`config.mk`:
```
export PLATFORM = sky130hd
export DESIGN_NAME = sam_mouse_gen
export DESIGN_NICKNAME = d
export VERILOG_FILES = /design/src/rtl/sam_mouse_pkg.sv /design/src/rtl/sam_mouse_axis.sv /design/src/rtl/sam_mouse_gen.sv
export SDC_FILE = /design/constraint.sdc
export NUM_CORES = 1
export LEC_CHECK = 0
export ABC_AREA = 1
export ABC_CLOCK_PERIOD_IN_PS = 4600
export BUFFER_PORTS_ARGS = -buffer_cell sky130_fd_sc_hd__buf_2
export CAP_MARGIN = 5
export CORE_MARGIN = 8
export CORE_UTILIZATION = 65
export CTS_CLUSTER_DIAMETER = 30
export DETAILED_ROUTE_END_ITERATION = 10
export PLACE_DENSITY_LB_ADDON = 0.25
export SYNTH_ARGS = -nofsm -noshare
export SYNTH_HDL_FRONTEND = slang
export SYNTH_SLANG_ARGS = --single-unit
```
`constraint.sdc`:
```
create_clock -name clk_sys -period 4.6 [get_ports clk_sys]
set_input_delay 0.46 -clock clk_sys [delete_from_list [all_inputs] [get_ports clk_sys]]
set_output_delay 0.46 -clock clk_sys [all_outputs]
set_load 0.02 [all_outputs]
```
`src/rtl/sam_mouse_pkg.sv`:
```
// Shared constants and sizing helpers for the SAM Coupe mouse interface.
// The read sequence index q runs 0 (idle), 1 (header), 2 (buttons), then the axis nibbles.
package sam_mouse_pkg;

    localparam int unsigned Q_IDLE = 0;
    localparam int unsigned Q_HDR  = 1;
    localparam int unsigned Q_BTN  = 2;

    function automatic int unsigned last_idx(input int unsigned cnt_w, input int unsigned wheel);
        return 2 + ((wheel != 0) ? 3 : 2) * (cnt_w / 4);
    endfunction

    function automatic int unsigned q_width(input int unsigned cnt_w, input int unsigned wheel);
        return $clog2(last_idx(cnt_w, wheel) + 1);
    endfunction

endpackage

```
`src/rtl/sam_mouse_axis.sv`:
```
// One movement axis: saturating signed accumulator, read snapshot, and post-read subtraction.
// Serves nibble i_nib_sel of the snapshot, nibble 0 being the most significant.
module sam_mouse_axis
    import sam_mouse_pkg::*;
#(
    parameter int unsigned CNT_W = 12
) (
    input  logic             clk_sys,
    input  logic             reset,
    input  logic             i_add,
    input  logic [8:0]       i_delta,
    input  logic             i_latch,
    input  logic             i_sub,
    input  logic [1:0]       i_nib_sel,
    output logic [3:0]       o_nibble
);

    localparam int unsigned N  = CNT_W / 4;
    localparam int unsigned SW = ((CNT_W > 9) ? CNT_W : 9) + 1;

    logic        [CNT_W-1:0] r_acc;
    logic        [CNT_W-1:0] r_snap;
    logic        [CNT_W-1:0] w_sat;
    logic signed [SW-1:0]    w_sum;
    logic signed [SW-1:0]    w_max;
    logic signed [SW-1:0]    w_min;

    // Sum in a domain wide enough for both operands, then clamp back to CNT_W.
    always_comb begin
        w_max = {{(SW-CNT_W+1){1'b0}}, {(CNT_W-1){1'b1}}};
        w_min = ~w_max;
        w_sum = $signed({{(SW-CNT_W){r_acc[CNT_W-1]}}, r_acc})
              + $signed({{(SW-9){i_delta[8]}}, i_delta});
        if (w_sum > w_max)
            w_sat = w_max[CNT_W-1:0];
        else if (w_sum < w_min)
            w_sat = w_min[CNT_W-1:0];
        else
            w_sat = w_sum[CNT_W-1:0];
    end

    always_ff @(posedge clk_sys) begin
        if (reset)
            r_acc <= '0;
        else if (i_sub)
            r_acc <= r_acc - r_snap;
        else if (i_add)
            r_acc <= w_sat;
    end

    always_ff @(posedge clk_sys) begin
        if (i_latch)
            r_snap <= r_acc;
    end

    always_comb begin
        o_nibble = '1;
        for (int unsigned k = 0; k < N; k++) begin
            if (i_nib_sel == 2'(k))
                o_nibble = r_snap[(N-1-k)*4 +: 4];
        end
    end

endmodule

```
`src/rtl/sam_mouse_gen.sv`:
```
// PS/2 to SAM Coupe mouse interface: packet accumulation, rd-driven nibble sequencer and timeout.
// Packet strobes coinciding with an rd rising edge are deferred one cycle so latch/subtract never collide with an add.
module sam_mouse_gen
    import sam_mouse_pkg::*;
#(
    parameter int unsigned CNT_W   = 12,
    parameter int unsigned TIMEOUT = 180,
    parameter int unsigned WHEEL   = 0
) (
    input  logic        clk_sys,
    input  logic        reset,
    input  logic        ce_6mp,
    input  logic [24:0] ps2_mouse,
    input  logic [7:0]  ps2_wheel,
    input  logic        rd,
    output logic [4:0]  dout
);

    localparam int unsigned N    = CNT_W / 4;
    localparam int unsigned LAST = last_idx(CNT_W, WHEEL);
    localparam int unsigned QW   = q_width(CNT_W, WHEEL);
    localparam int unsigned TW   = $clog2(TIMEOUT + 2);

    localparam logic [QW-1:0] Q_LAST = QW'(LAST);
    localparam logic [QW-1:0] Q_Y0   = QW'(3);
    localparam logic [QW-1:0] Q_X0   = QW'(3 + N);
    localparam logic [QW-1:0] Q_Z0   = QW'(3 + 2 * N);

    typedef enum logic [2:0] {SEG_CONST, SEG_BTN, SEG_Y, SEG_X, SEG_Z} seg_t;

    logic          r_rd_prev;
    logic          r_strb_prev;
    logic [2:0]    r_buttons;
    logic [QW-1:0] r_q;
    logic [QW-1:0] w_q_next;
    logic [TW-1:0] r_to;

    logic          w_rd_fall;
    logic          w_rd_rise;
    logic          w_add;
    logic          w_latch;
    logic          w_sub;
    logic          w_tmo;
    seg_t          w_seg;
    logic [1:0]    w_sel;
    logic [3:0]    w_nib;
    logic [3:0]    w_y_nib;
    logic [3:0]    w_x_nib;
    logic [3:0]    w_z_nib;
    logic          w_unused;

    assign w_rd_fall = r_rd_prev & ~rd;
    assign w_rd_rise = ~r_rd_prev & rd;
    assign w_add     = (ps2_mouse[24] ^ r_strb_prev) & ~w_rd_rise;
    assign w_latch   = w_rd_rise && (r_q == QW'(Q_BTN));
    assign w_sub     = w_rd_rise && (r_q == Q_LAST);
    assign w_tmo     = ce_6mp && (r_to == TW'(TIMEOUT));
    assign w_unused  = ^{ps2_mouse[7:6], ps2_mouse[3], ps2_wheel};

    always_ff @(posedge clk_sys) begin
        if (reset) begin
            r_rd_prev   <= 1'b0;
            r_strb_prev <= 1'b0;
            r_buttons   <= '0;
        end else begin
            r_rd_prev <= rd;
            // Holding the previous strobe keeps the edge pending for the next cycle.
            if (!w_rd_rise)
                r_strb_prev <= ps2_mouse[24];
            if (w_add)
                r_buttons <= ps2_mouse[2:0];
        end
    end

    always_ff @(posedge clk_sys) begin
        if (reset)
            r_to <= '0;
        else if (w_rd_rise)
            r_to <= '0;
        else if (ce_6mp && (r_to != TW'(TIMEOUT + 1)))
            r_to <= r_to + TW'(1);
    end

    always_ff @(posedge clk_sys) begin
        if (reset)
            r_q <= QW'(Q_IDLE);
        else
            r_q <= w_q_next;
    end

    always_comb begin
        w_q_next = r_q;
        if (w_tmo)
            w_q_next = QW'(Q_IDLE);
        else if (w_rd_fall)
            w_q_next = (r_q == Q_LAST) ? QW'(Q_HDR) : r_q + QW'(1);
    end

    always_comb begin
        w_seg = SEG_CONST;
        w_sel = '0;
        if (r_q == QW'(Q_BTN)) begin
            w_seg = SEG_BTN;
        end else if ((WHEEL != 0) && (r_q >= Q_Z0)) begin
            w_seg = SEG_Z;
            w_sel = 2'(r_q - Q_Z0);
        end else if (r_q >= Q_X0) begin
            w_seg = SEG_X;
            w_sel = 2'(r_q - Q_X0);
        end else if (r_q >= Q_Y0) begin
            w_seg = SEG_Y;
            w_sel = 2'(r_q - Q_Y0);
        end
    end

    always_comb begin
        case (w_seg)
            SEG_BTN: w_nib = {1'b1, ~r_buttons};
            SEG_Y:   w_nib = w_y_nib;
            SEG_X:   w_nib = w_x_nib;
            SEG_Z:   w_nib = w_z_nib;
            default: w_nib = 4'hF;
        endcase
        dout = rd ? 5'h1F : {1'b1, w_nib};
    end

    sam_mouse_axis #(.CNT_W(CNT_W)) u_axis_y (
        .clk_sys   (clk_sys),
        .reset     (reset),
        .i_add     (w_add),
        .i_delta   ({ps2_mouse[5], ps2_mouse[23:16]}),
        .i_latch   (w_latch),
        .i_sub     (w_sub),
        .i_nib_sel (w_sel),
        .o_nibble  (w_y_nib)
    );

    sam_mouse_axis #(.CNT_W(CNT_W)) u_axis_x (
        .clk_sys   (clk_sys),
        .reset     (reset),
        .i_add     (w_add),
        .i_delta   ({ps2_mouse[4], ps2_mouse[15:8]}),
        .i_latch   (w_latch),
        .i_sub     (w_sub),
        .i_nib_sel (w_sel),
        .o_nibble  (w_x_nib)
    );

    generate
        if (WHEEL != 0) begin : g_z
            sam_mouse_axis #(.CNT_W(CNT_W)) u_axis_z (
                .clk_sys   (clk_sys),
                .reset     (reset),
                .i_add     (w_add),
                .i_delta   ({ps2_wheel[7], ps2_wheel}),
                .i_latch   (w_latch),
                .i_sub     (w_sub),
                .i_nib_sel (w_sel),
                .o_nibble  (w_z_nib)
            );
        end else begin : g_no_z
            assign w_z_nib = 4'hF;
        end
    endgenerate

endmodule
```
==> qor.txt <==
status -> finished clean
Antenna diodes -> 0
Fin. Hold Viols -> 0
max-cap violations -> 0
met1 Use GR -> 33.91%
layout cells sized above 1 -> 11.25%
drt first pass iters -> 5
initial antenna violation count -> 0
grt met3 use -> 4.846%
Top FF cell, synth -> dfxtp_1
Die Wd -> 108.8 µm
WL per Instance -> 14.47 µm
Startpoint Class -> flip-flop
Worst Hold Path Cells -> 3
WP data required -> 4.14 ns
Post-Syn Area -> 5598 µm²
GP Congestion -> 0.9452
DIE AREA -> 11840 µm²
Final setup viols -> 0
largest net degree at the start of global routing -> 37
worst-skew pair later-pin latency -> 0.36 ns
Slew Viols, Final -> 0
DP Worst Slack -> 1.985 ns
Routed Antenna Nets -> 0
IO Pins -> 42
grt ovf -> 0
vias in the first global route -> 4900
setup bufs post-CTS -> 0
Synth area leaders -> dfxtp_1 15%, nand2_1 14%, edfxtp_1 13%
Worst Hold End -> r_rd_prev
Core Area -> 8551 µm²
cts bufs inserted -> 9
fmax -> 330.3 MHz
worst clock skew -> 0.01037 ns
setup ws final -> 1.573 ns
critical path cell sequence -> inv_1 > ha_1 > inv_1 > nand3_2 > nand2_4 > inv_2 > nor2_2 > nand2_2 > nand2_4 > inv_2 > nand2_4 > inv_1 > nand2_1 > o2111ai_1 > nand3_1 > buf_2
cell accounting for the most synthesized area -> dfxtp_1
Port Buf Inserts -> 29
first-pass GRT wire length -> 23050 µm
Clk pin slew, worst setup/hold paths -> 0.07 ns
routed vias -> 5345
cts hold-fix bufs -> 0
syn avg cell area -> 6.860 µm²
Remaining DRCs -> 0
Resized cells post-CTS -> 0
Post-synth EDFFs -> 24
most common cell in the netlist -> nand2_1
worst hold-check slack -> 0.3807 ns
Relative slew margins -> 48.41%
top cell type's share of synthesized area -> 14.66%
final instance area -> 6058 µm²
Worst Path Buf+Inv -> 6
worst r2r dst -> u_axis_x.r_acc[3]
Yosys reg bits -> 65
r2r startpoint -> r_q[1]
Worst Path Max Fanout -> 7
Sink Count -> 65
Starting Density -> 65.47%
Rows -> 34
crit path max-delay cell type -> dfxtp_1
post-placement cell area -> 5844 µm²
Peak VDD IR -> 0.0001680 V
Yosys cell types -> 44
Tmin final -> 3.027 ns
nets -> 941
fin crit share -> 65.81%
Arr. time, crit path -> 2.57 ns
Post-synth top cells -> 202 x nand2_1, 124 x inv_1, 67 x a21oi_1, 56 x o21ai_0, 53 x nor2_1
Root Buffer -> clkbuf_8
Worst Hold Launch -> rd
Cells after Synth -> 816
H-tree depth -> 3
grt met2 use -> 37.79%
RSZ-0062 raised after global routing -> no
Critical Path Sink Type -> primary output
sequential-to-total area share from yosys stat -> 27.54%
reg2reg setup slack -> 2.23 ns
P&R area growth vs syn -> 8.225%
Pleak -> 3.066 nW
post-DP HPWL -> 11040 µm
Via density -> 5.562
Crit path max-delay family -> simple AND/OR/NAND/NOR gates
final WL -> 13910 µm
Initial DRC Count -> 504
TritonCTS clock tree -> yes
Die Y -> 108.8 µm
cell area power density -> 319.9 nW/µm²
setup_tns -> 0 ns
CP max stage delay -> 0.46 ns
worst reg2reg path depth -> 10
CP Class -> flip-flop to primary output
share of async-settable or async-resettable flops after synthesis -> 0%
Synth warnings -> 0
Least-Margin Pin Slew -> 0.7729 ns
CTS max path bufs -> 2
syn nets -> 909
peak-usage layer in the global routing report -> met2
GRT Total Usage -> 24.23%
worst hold path class -> input port to flip-flop
filler cell count -> 740
## worst reg2reg max path: stages (launching register included)
cell and delay, ns:
dfxtp_1 0.35, inv_1 0.14, ha_1 0.19, nand3_1 0.12
nor2_2 0.12, buf_4 0.29, inv_4 0.19, nand2_4 0.33
inv_1 0.22, a21oi_1 0.23, a21oi_2 0.08
## stage by stage
stage               cells  total power [W]  util (%)
floorplan             816         0.001253         -
global placement      945         0.001392     68.35
detailed placement    945         0.001410     68.35
CTS                   961         0.001926     70.85
global route          961         0.002062     70.85
finish                961         0.001938     70.85
## per-layer routing
metal	vias up	routed length [µm]	share of wire, %
met3	19	933	6.7
met2	154	6105	44
met1	2436	6674	48
met5	-	0	0
met4	0	195	1.4
li1	2736	-	-
## cell type report
cell class | instances | area [µm²] | area share, %
clock buffers | 10 | 148.9 | 2.458
inverters | 133 | 501.7 | 8.282
clock inverters | 6 | 65.06 | 1.074
flip-flops and latches | 65 | 1541 | 25.44
repair buffers | 32 | 167.7 | 2.767
multi-input cells | 607 | 3498 | 57.74
well taps | 108 | 135.1 | 2.230
## cells in the final DEF (no fill, tap or decap), drive strengths merged, types with 3 or more instances in the layout
cell,synthesis,routed
xnor2,14,14
o21ai,64,64
a21oi,70,70
o21bai,3,3
ha,52,52
clkinv,0,4
buf,8,32
fa,4,4
nand4,16,16
inv,133,133
a31oi,5,5
edfxtp,24,24
dfxtp,41,41
nor2,62,62
o211ai,3,3
nor3,11,11
xor2,15,15
nand2,219,219
clkbuf,3,10
nand3,52,52
## flip-flops by register name (all words and copies together), names as in the netlist
signal / count
u_axis_x.r_snap: 12
r_to: 8
u_axis_y.r_acc: 12
r_rd_prev: 1
r_buttons: 3
r_q: 4
r_strb_prev: 1
u_axis_x.r_acc: 12
u_axis_y.r_snap: 12
## worst max-delay path by stage
stage / cells past startpoint / from / end
finish: 16 / r_q[0] / dout[2]
global route: 16 / r_q[0] / dout[3]
CTS: 16 / r_q[0] / dout[2]
detailed placement: 16 / r_q[0] / dout[2]
global placement: 16 / r_q[0] / dout[2]
floorplan: 4 / r_q[0] / u_axis_x.r_snap[0]
## report_power, final
group	total (W)	internal, W	switching [W]
clock	0.000517	0.000283	0.000234
combinational	0.000726	0.000269	0.000458
sequential	0.000695	0.000639	0.0000557
## logic make-up after synthesis
family / synth area share [%]
compound gates: 14.82
xor+xnor: 4.672
fa+ha+maj: 13.05
buf+inv: 10.06
flops: 27.54
other cells: 0.06699
simple gates: 29.79
(Power assumes the default switching activity.)
